`src/rtl/boot_loader.sv`:
```
// Boot-time instruction-memory writer: unpacks a length-prefixed byte stream into
// big-endian words and writes them to consecutive word addresses while stalling the core.
module boot_loader #(
    parameter logic [31:0] BASE  = 32'h0000_0000,
    parameter int unsigned DEPTH = 256
) (
    input  logic        clk,
    input  logic        rst,
    input  logic        start,
    input  logic [7:0]  byte_in,
    input  logic        byte_valid,
    output logic        byte_ready,
    output logic        mem_we,
    output logic [31:0] mem_adr,
    output logic [31:0] mem_wdata,
    output logic        cpu_hold,
    output logic        done,
    output logic        err
);

    typedef enum logic [2:0] {
        StIdle,
        StLen,
        StData,
        StFin,
        StDone,
        StErr
    } loadStateT;

    loadStateT   stateQ, stateD;
    logic [15:0] countQ, countD;
    logic [15:0] indexQ, indexD;
    logic [1:0]  byteCntQ, byteCntD;
    logic [23:0] shiftQ, shiftD;
    logic        memWeQ, memWeD;
    logic [31:0] memAdrQ, memAdrD;
    logic [31:0] memWdataQ, memWdataD;

    logic        accept;
    logic [15:0] lenFull;
    logic [31:0] lenWide;
    logic [15:0] nextIndex;

    assign byte_ready = (stateQ == StLen) || (stateQ == StData);
    assign accept     = byte_valid & byte_ready;
    assign lenFull    = {countQ[15:8], byte_in};
    assign lenWide    = {16'h0000, lenFull};
    assign nextIndex  = indexQ + 16'd1;

    always_comb begin
        stateD    = stateQ;
        countD    = countQ;
        indexD    = indexQ;
        byteCntD  = byteCntQ;
        shiftD    = shiftQ;
        memWeD    = 1'b0;
        memAdrD   = memAdrQ;
        memWdataD = memWdataQ;

        case (stateQ)
            StIdle, StDone, StErr: begin
                if (start) begin
                    stateD   = StLen;
                    countD   = 16'h0000;
                    indexD   = 16'h0000;
                    byteCntD = 2'd0;
                    shiftD   = 24'h00_0000;
                end
            end
            StLen: begin
                if (accept) begin
                    // byteCntQ[0] tracks which half of the count is arriving
                    if (byteCntQ == 2'd0) begin
                        countD[15:8] = byte_in;
                        byteCntD     = 2'd1;
                    end else begin
                        countD   = lenFull;
                        byteCntD = 2'd0;
                        if (lenFull == 16'h0000) begin
                            stateD = StDone;
                        end else if (lenWide > DEPTH) begin
                            stateD = StErr;
                        end else begin
                            stateD = StData;
                        end
                    end
                end
            end
            StData: begin
                if (accept) begin
                    if (byteCntQ == 2'd3) begin
                        memWeD    = 1'b1;
                        memAdrD   = BASE + {14'h0000, indexQ, 2'b00};
                        memWdataD = {shiftQ, byte_in};
                        indexD    = nextIndex;
                        byteCntD  = 2'd0;
                        shiftD    = 24'h00_0000;
                        if (nextIndex == countQ) begin
                            stateD = StFin;
                        end
                    end else begin
                        shiftD   = {shiftQ[15:0], byte_in};
                        byteCntD = byteCntQ + 2'd1;
                    end
                end
            end
            StFin: begin
                stateD = StDone;
            end
            default: begin
                stateD = StIdle;
            end
        endcase
    end

    always_ff @(posedge clk or posedge rst) begin
        if (rst) begin
            stateQ    <= StIdle;
            countQ    <= 16'h0000;
            indexQ    <= 16'h0000;
            byteCntQ  <= 2'd0;
            shiftQ    <= 24'h00_0000;
            memWeQ    <= 1'b0;
            memAdrQ   <= BASE;
            memWdataQ <= 32'h0000_0000;
        end else begin
            stateQ    <= stateD;
            countQ    <= countD;
            indexQ    <= indexD;
            byteCntQ  <= byteCntD;
            shiftQ    <= shiftD;
            memWeQ    <= memWeD;
            memAdrQ   <= memAdrD;
            memWdataQ <= memWdataD;
        end
    end

    assign mem_we    = memWeQ;
    assign mem_adr   = memAdrQ;
    assign mem_wdata = memWdataQ;
    // The core only runs once a load has completed cleanly.
    assign cpu_hold  = (stateQ != StDone);
    assign done      = (stateQ == StDone);
    assign err       = (stateQ == StErr);

endmodule
```
`config.mk`:
```
export PLATFORM = sky130hd
export DESIGN_NAME = boot_loader
export DESIGN_NICKNAME = d
export VERILOG_FILES = /design/src/rtl/boot_loader.sv
export SDC_FILE = /design/constraint.sdc
export NUM_CORES = 1
export LEC_CHECK = 0
export BUFFER_PORTS_ARGS = -buffer_cell sky130_fd_sc_hd__clkbuf_2
export CAP_MARGIN = 20
export CORE_ASPECT_RATIO = 0.9
export CORE_MARGIN = 2
export CORE_UTILIZATION = 55
export CTS_BUF_LIST = sky130_fd_sc_hd__clkbuf_4 sky130_fd_sc_hd__clkbuf_8
export DETAILED_ROUTE_END_ITERATION = 7
export PLACE_DENSITY = 0.78
export SLEW_MARGIN = 10
export SYNTH_ARGS = -nofsm -noshare
export SYNTH_HDL_FRONTEND = slang
export SYNTH_SLANG_ARGS = --single-unit
```
`constraint.sdc`:
```
create_clock -name clk -period 8.2 [get_ports clk]
set_input_delay 0.82 -clock clk [delete_from_list [all_inputs] [get_ports clk]]
set_output_delay 0.82 -clock clk [all_outputs]
set_load 0.1 [all_outputs]
```
=== Word-level counts from Yosys, hierarchy flattened ===
Cells that the tools add are included.

* Flip-flop bits (word level): 110
* Input bits: 12

* $add $sub $neg: 2
* Order comparisons: 1
* Equal/unequal tests: 15
* Muxes and demuxes: 30
* Bitwise operators: 1
* Reduce and logical (&&, ||, !) cells: 15

{| class="wikitable"
|+ Operators by type and width
! operator !! number
|-
| $mux 24 || 3
|-
| $mux 16 || 4
|-
| $pmux 16 s2 || 2
|-
| $pmux 24 s2 || 1
|-
| $mux 3 || 8
|-
| $add 16x1->16 const B || 1
|-
| $eq 16x16->1 || 1
|-
| $gt 16x9->1 const B || 1
|-
| $logic_not 16->1 || 1
|-
| $mux 8 || 2
|-
| $reduce_and 4->1 || 4
|-
| $pmux 3 s4 || 1
|-
| $mux 2 || 4
|-
| $ne 2x2->1 const B || 4
|-
| $eq 3x2->1 const B || 2
|-
| $eq 3x3->1 const B || 2
|-
| $ne 2x1->1 const B || 3
|-
| $pmux 2 s3 || 1
|-
| $reduce_and 3->1 || 2
|-
| $reduce_and 6->1 || 1
|-
| $mux 1 || 4
|-
| $reduce_bool 2->1 || 2
|-
| $eq 3x1->1 const B || 1
|-
| $logic_not 3->1 || 1
|-
| 8 further kinds || 8
|}

=== Logic depth before layout (Yosys ltp) ===
Gate-level depths: netlist of the first run.

* Depth in word-level cells: 6
* Depth in mapped cells: 9

=== Worst setup path after synthesis of the first run ===
OpenSTA, ideal clock, no wires.

* Path type: register to output
* Start: register stateQ[0]
* End: output done
* Arrival time: 2305 ps
* Data required time: 7380 ps
* Setup slack: 5075 ps
* Cell stages (with the launch flop): 4
* Path buffers: 1
* Path through: dfrtp_1 -> buf_6 -> nand3b_1 -> inv_1

* Longest elaborated chain between the ends: 1

{| class="wikitable"
|+ RTL lines
! item !! line !! source
|-
| from (decl) || 30 || <nowiki>loadStateT stateQ, stateD;</nowiki>
|-
| from (signal assigned) || 118 || <nowiki>stateQ <= StIdle;</nowiki>
|-
| from (signal assigned) || 127 || <nowiki>stateQ <= stateD;</nowiki>
|-
| $eq 3x3->1 || 143 || <nowiki>assign done = (stateQ == StDone);</nowiki>
|-
| to (decl) || 17 || <nowiki>output logic done,</nowiki>
|}

Every way passes these cells.

=== Final worst setup path of the first run ===
* Start: register stateQ[1]
* End: output err

* Longest elaborated chain between the ends: 1

{| class="wikitable"
|+ RTL lines
! item !! line !! source
|-
| $eq 3x3->1 || 144 || <nowiki>assign err = (stateQ == StErr);</nowiki>
|-
| to (decl) || 18 || <nowiki>output logic err</nowiki>
|}

Every way passes these cells.

==> impl_results.md, run 1 <==
* Buffers plus inverters on the worst setup path at 2
* RSZ-0062 raised after global routing: false
* Layout cells sized above 1 at between 15 and 20%
* Synth Cell Area at roughly 5200 um^2
* Fill count at about 800
* Min Tclk post-route at 2610 ps
* Final worst setup slack at approximately 5600 ps
* Resized cells post-CTS at 0
* CP max stage delay at approximately 640 ps
* Reg2reg setup slack at approximately 5700 ps
* First-pass GRT wire length at around 18 mm
* Layout net count at approximately 640
* TritonCTS buffer count at 9
* Synthesis-to-layout area growth at 10.1%
* Boundary pin count at 81
* Hold WC Path Type: input pin to asynchronous set/reset pin
* Peak VDD IR at ~0.14 mV
* Synth top area cells: dfrtp_1, nand2_1, o21ai_0, a22o_1, xnor2_1
* Top cells by count, synth: nand2_1, dfrtp_1, o21ai_0
* Postcts setup bufs at 0
* Pleak at roughly 2.9 nW
* Max-cap violations at 0
* Cell Pwr Density at ~240 nW/um^2
* Largest net degree at the start of global routing at 87
* Final Hold Fails at 0
* Placer Congestion at 0.838
* Most frequent cell after synthesis: nand2_1
* Type of the worst setup path: register to output port
* Clock root buffer: clkbuf_8
* RR Endpoint: indexQ[11]
* Post-synth top flop: dfrtp_1
* Final Cycle Share at 31.8%
* Clock sink count at 110
* Synth area leader: dfrtp_1
* Final setup viols at 0
* Worst-case reg-to-reg path depth at 6
* Critical path arrival at about 1800 ps
* Initial antenna violation count at 0
* Overflow after GRT at 0
* Starting Density at a little under three fifths
* Core region area at 9130 um^2
* Routed wire length at approximately 11 mm
* DR pass1 iterations at 5
* Skew final at between 8 and 9 ps
* Die area at between 10000 and 15000 um^2
* #FFs+latches synth at 110
* Sequential fraction of the synthesis area at between 50% and 60%
* Vias in the first global route at between 3000 and 4000
* Mapped Cells at between 500 and 600
* Total GRT Usage at between 20% and 30%
* Synth top area share at 53.3%
* Count of flip-flops with a built-in enable after synthesis at 0
* Highest clock rate at about 0.38 GHz
* CTS max path bufs at 2
* CP startpoint kind: register
* Worst Setup End Kind: output port
* Routed vias at a little over 4000
* WL/cell at 14.5 um
* CTS H-tree lvls at 3
* Cts-stage hold buffer count at 0
* ANT cells at 0
* Die H at approximately 96 um
* Ys async rst share at 100%
* Ys Warns at 0
* 1st-iter DRT viols at 228
* Setup TNS at 0 ps
* Latest clock arrival within the worst-skew pair at 380 ps
* Pins Over Slew Limit at 0
* CTS tree: yes
* Worst-path cell chain: inv_1 > and3_2 > clkbuf_2
* Yosys cell types at between 40 and 50
* Port Buffers at 64
* Place WS at about 5500 ps
* Critical-path maximum fanout at 15
* Critical-path top delay cell: dfrtp_1
* Synthesized area per cell at between 8 and 9 um^2
* Outcome: finished clean
* ANT nets after route at 0
* R2R Path Start: stateQ[0]
* Slew Limit Headroom at about two fifths
* Worst-path clk slew at 100 ps
* CP top delay family: flip-flops
* Die W at around 110 um
* Row cnt at 33
* Slew at the pin closest to its max-slew limit at between 800 and 900 ps
* Vias per cell at around 5.4
* Required time of the critical path at ~7400 ps
* DRC at 0
* Hpwl dp at 7.39 mm
## layout make-up
type,instances,area [um^2],area share [%]
clock buffer,10,131,2.31
sequential,110,2750,48.4
timing repair buffer,71,393,6.91
clock inverter,6,55.1,0.969
inverter,11,43.8,0.770
tap,122,153,2.69
multi-input combinational,426,2160,37.9
## report_power, final
part           switching [W]  internal, W
clock network       0.000187     0.000119
logic               0.000315     0.000126
registers          0.0000567     0.000583
## worst max-delay path by stage
| stage | from | end | cells past startpoint |
|---|---|---|---|
| final | stateQ[1] | err | 3 |
| after detailed placement | byte_valid | indexQ[11] | 6 |
| after global routing | stateQ[0] | indexQ[11] | 6 |
| after floorplan | rst | byteCntQ[0] | 1 |
| after CTS | stateQ[1] | err | 3 |
| after global placement | byte_valid | indexQ[11] | 6 |
## sequential cells by signal, summed over array words and instances, names as in the netlist
name,count
indexQ,16
countQ,16
shiftQ,24
byteCntQ,2
stateQ,3
mem_wdata,32
mem_adr,16
mem_we,1
## cell usage in the layout, fill, tap and decap left out, drive strengths merged, types with 4 or more instances in the layout
| cell type | instances |
|---|---|
| conb | 16 |
| nor3 | 6 |
| inv | 13 |
| buf | 7 |
| nand3 | 9 |
| xor2 | 12 |
| xnor2 | 14 |
| clkinv | 4 |
| a21oi | 8 |
| o31ai | 4 |
| nor2 | 26 |
| a22o | 17 |
| nand2 | 207 |
| clkbuf | 74 |
| dfrtp | 110 |
| o21ai | 56 |
| a31oi | 4 |
| nor4 | 5 |
| nand4 | 9 |
## per-stage QoR
step / power, W / hold slack, ps / util (%) / cell area, um^2 / std cells
finish: 0.00139 / 383 / 62.3 / 5680 / 756
detailed placement: 0.00108 / 463 / 59.9 / 5460 / 738
global route: 0.00147 / 404 / 62.3 / 5680 / 756
global placement: 0.00107 / 456 / 59.9 / 5460 / 738
floorplan: 0.00102 / 439 / - / 5220 / 598
CTS: 0.00139 / 390 / 61.9 / 5650 / 754
## kinds of logic after synthesis
group | share of synthesized area (%)
mux | 0.194
fa+ha+maj | 0.727
simple gates | 23.2
other cells | 0.0726
buf+inv | 6.11
xor+xnor | 4.41
flops | 53.3
compound gates | 12.0
## layer usage
layer / routed length, um / share of wire, % / global-route usage, % / vias to the layer above
met5: 0 / 0 / 0 / -
met4: 106 / 0.97 / 6.91 / 0
met2: 4910 / 45 / 35.7 / 141
met3: 753 / 6.9 / 5.28 / 11
li1: - / - / - / 1984
met1: 5160 / 47 / 31.7 / 1974
## worst reg2reg max path, cell delays in order, from the launching register on
cell and delay, ps:
dfrtp_1 510, nor2_1 290, nand4_1 170, inv_1 700
buf_4 450, nand2_1 120, o31ai_1 220
Note: power is estimated with default switching activity, not from simulation.
==> run 2: changes to the inputs <==
clock period = 2.45 ns   (was 8.2 ns; I/O delays follow)
==> run 2 against run 1 <==
The flow now finishes with violations (hold timing). Clock-buffer cell count fell by 1. Setup slack got worse by 5400 ps. Via count up 2.9%. Total power rose to 3.5 times the previous value. Worst hold slack worse by 400 ps. First-iteration DRC count increased by 57%. Cell area up 1.7%. Combinational power rose to 3.5 times the previous value. Die area is the same. Register-to-register slack got worse by 5500 ps. Clock skew is 6.6 ps higher. Flip-flop and latch count unchanged. Critical path type is now register to register. Largest cell class unchanged. Highest routed layer unchanged.
==> impl_results.md, run 2 (synthesis gave the netlist of run 1 again) <==
* Clock sink count at 110 (unchanged)
* Initial antenna violation count at 0 (unchanged)
* First-pass GRT wire length at 19.1 mm (+4.9%)
* Hpwl dp at 7.64 mm (+3.4%)
* Largest net degree at the start of global routing at 111 (+28%)
* Final Cycle Share at around 94%
* Critical-path maximum fanout at 3 (-12)
* Overflow after GRT at 0 (unchanged)
* Clock root buffer: clkbuf_8
* Highest clock rate at approximately 0.44 GHz
* 1st-iter DRT viols at 357 (+57%)
* ANT cells at 0 (unchanged)
* Synthesis-to-layout area growth at 12.0%
* Layout cells sized above 1 at 16.9% (+1.4 points)
* Min Tclk post-route at 2290 ps
* Commonest cells after routing, fill and taps aside: nand2_1, dfrtp_1, clkbuf_2, o21ai_0, nor2_1
* DRC at 0 (unchanged)
* Port Buffers at 64 (unchanged)
* Critical-path top delay cell: or4_4
* Layout net count at 650 (+0.93%)
* Worst Setup End Kind: register
* Slew at the pin closest to its max-slew limit at 578 ps (-313 ps)
* Die area at 10200 um^2 (unchanged)
* Commonest non-fill, non-tap cell in the layout: nand2_1
* Total power draw at 0.00482 W (+250%)
* Die H at 95.9 um (unchanged)
* Cts-stage hold buffer count at 0 (unchanged)
* Row cnt at 33 (unchanged)
* Worst-case reg-to-reg path depth at 8 (+2)
* TritonCTS buffer count at 9 (unchanged)
* CP top delay family: simple AND/OR/NAND/NOR gates
* Non-filler instance count after layout at 762 (+0.79%)
* Pins Over Slew Limit at 0 (unchanged)
* Worst-path clk slew at 120 ps (+20 ps)
* Failing checks: hold timing
* CP max stage delay at 550 ps (-90 ps)
* Boundary pin count at 81 (unchanged)
* Peak VDD IR at 0.441 mV (+230%)
* Starting Density at 56.6% (unchanged)
* Skew final at 15.1 ps (+6.57 ps)
* Setup TNS at 0 ps (unchanged)
* Final Hold Fails at 2 (+2)
* Pleak at 2.94 nW (+0.80%)
* CTS H-tree lvls at 3 (unchanged)
* Worst-path cell chain: inv_1 > ha_1 > and4bb_1 > a211oi_2 > or4_4 > nor4_2 > nand4_1 > o31ai_2
* WL/cell at 15.2 um (+4.9%)
* Cell count along the critical path at 8 (+5)
* Total GRT Usage at 23.7% (+1.0 points)
* Vias per cell at 5.55 (+2.1%)
* Routed wire length at 11.6 mm (+5.7%)
* Required time of the critical path at 2730 ps (-4650 ps)
* ANT nets after route at 0 (unchanged)
* Core region area at 9130 um^2 (unchanged)
* Routed vias at 4228 (+2.9%)
* Hold WC Path Type: input pin to asynchronous set/reset pin
* Outcome: finished with violations
* DP Cell Count at 746 (+1.1%)
* Cell Pwr Density at 834 nW/um^2 (+240%)
* Max-cap violations at 0 (unchanged)
* CP startpoint kind: register
* WHS at -13.0 ps (-396 ps)
* CTS max path bufs at 2 (unchanged)
* Final setup viols at 0 (unchanged)
* CTS tree: yes
* Postcts setup bufs at 0 (unchanged)
* Latest clock arrival within the worst-skew pair at 380 ps (about the same)
* Critical path arrival at 2570 ps (+780 ps)
* Type of the worst setup path: register to register
* Placer Congestion at 0.917 (+9.5%)
* DR pass1 iterations at 5 (unchanged)
* Max reg flops at 32 (unchanged)
* RSZ-0062 raised after global routing: false
* Vias in the first global route at 3817 (+2.2%)
* Slew Limit Headroom at 61.4% (+21 points)
* Die W at 106 um (unchanged)
* Buffers plus inverters on the worst setup path at 1 (-1)
==> run 2: final cells by class <==
class,instances,area (um^2)
fillers,767,3340
flip-flops and latches,110,2750
multi-input cells,426,2180
repair buffers,77,443
well taps,122,153
clock buffers,9,124
clock inverters,7,86.3
inverters,11,48.8
==> run 2: path summary, 6_finish.rpt <==
kind,startpoint,to,slack [ps]
worst max register to register,byteCntQ[0],stateQ[0],160
min in group clk,byte_in[2],mem_wdata[2],150
worst max-delay path,byteCntQ[0],stateQ[0],160
worst min-delay path,rst,mem_adr[16],-10
worst min register to register,mem_wdata[30],mem_wdata[30],490
max in group asynchronous,rst,indexQ[15],2010
==> run 2: through the flow <==
stage / util [%] / hold WS (ps) / instance area, um^2 / worst slack, ps
finish: 63.4 / -13.0 / 5780 / 156
global route: 63.4 / 60.5 / 5780 / 2.18
CTS: 63.2 / 36.7 / 5770 / 52.1
detailed placement: 60.9 / 450 / 5560 / 224
global placement: 60.9 / 444 / 5560 / 330
floorplan: - / 350 / 5230 / 44.4
==> run 2: worst reg2reg max path, stage by stage (launching register included) <==
cell	delay [ps]
dfrtp_1	390
inv_1	70
ha_1	230
and4bb_1	290
a211oi_2	60
or4_4	550
nor4_2	180
nand4_1	180
o31ai_2	260
==> run 2: layer usage <==
metal / global-route usage, % / vias to the layer above / wire length, um
met4: 6.80 / 0 / 201
met2: 37.1 / 164 / 5290
met3: 3.45 / 22 / 649
li1: - / 1993 / -
met5: 0 / - / 0
met1: 34.8 / 2049 / 5410
==> run 2: repair_timing <==
item,4_1_cts,5_1_grt
setup endpoints to repair,1,1
pin swaps,0,1
gates resized for setup,1,2
==> run 2: power breakdown <==
part	internal, W	switching (W)
Sequential	0.00195	0.000204
Combinational	0.000462	0.00109
Clock	0.000416	0.000705
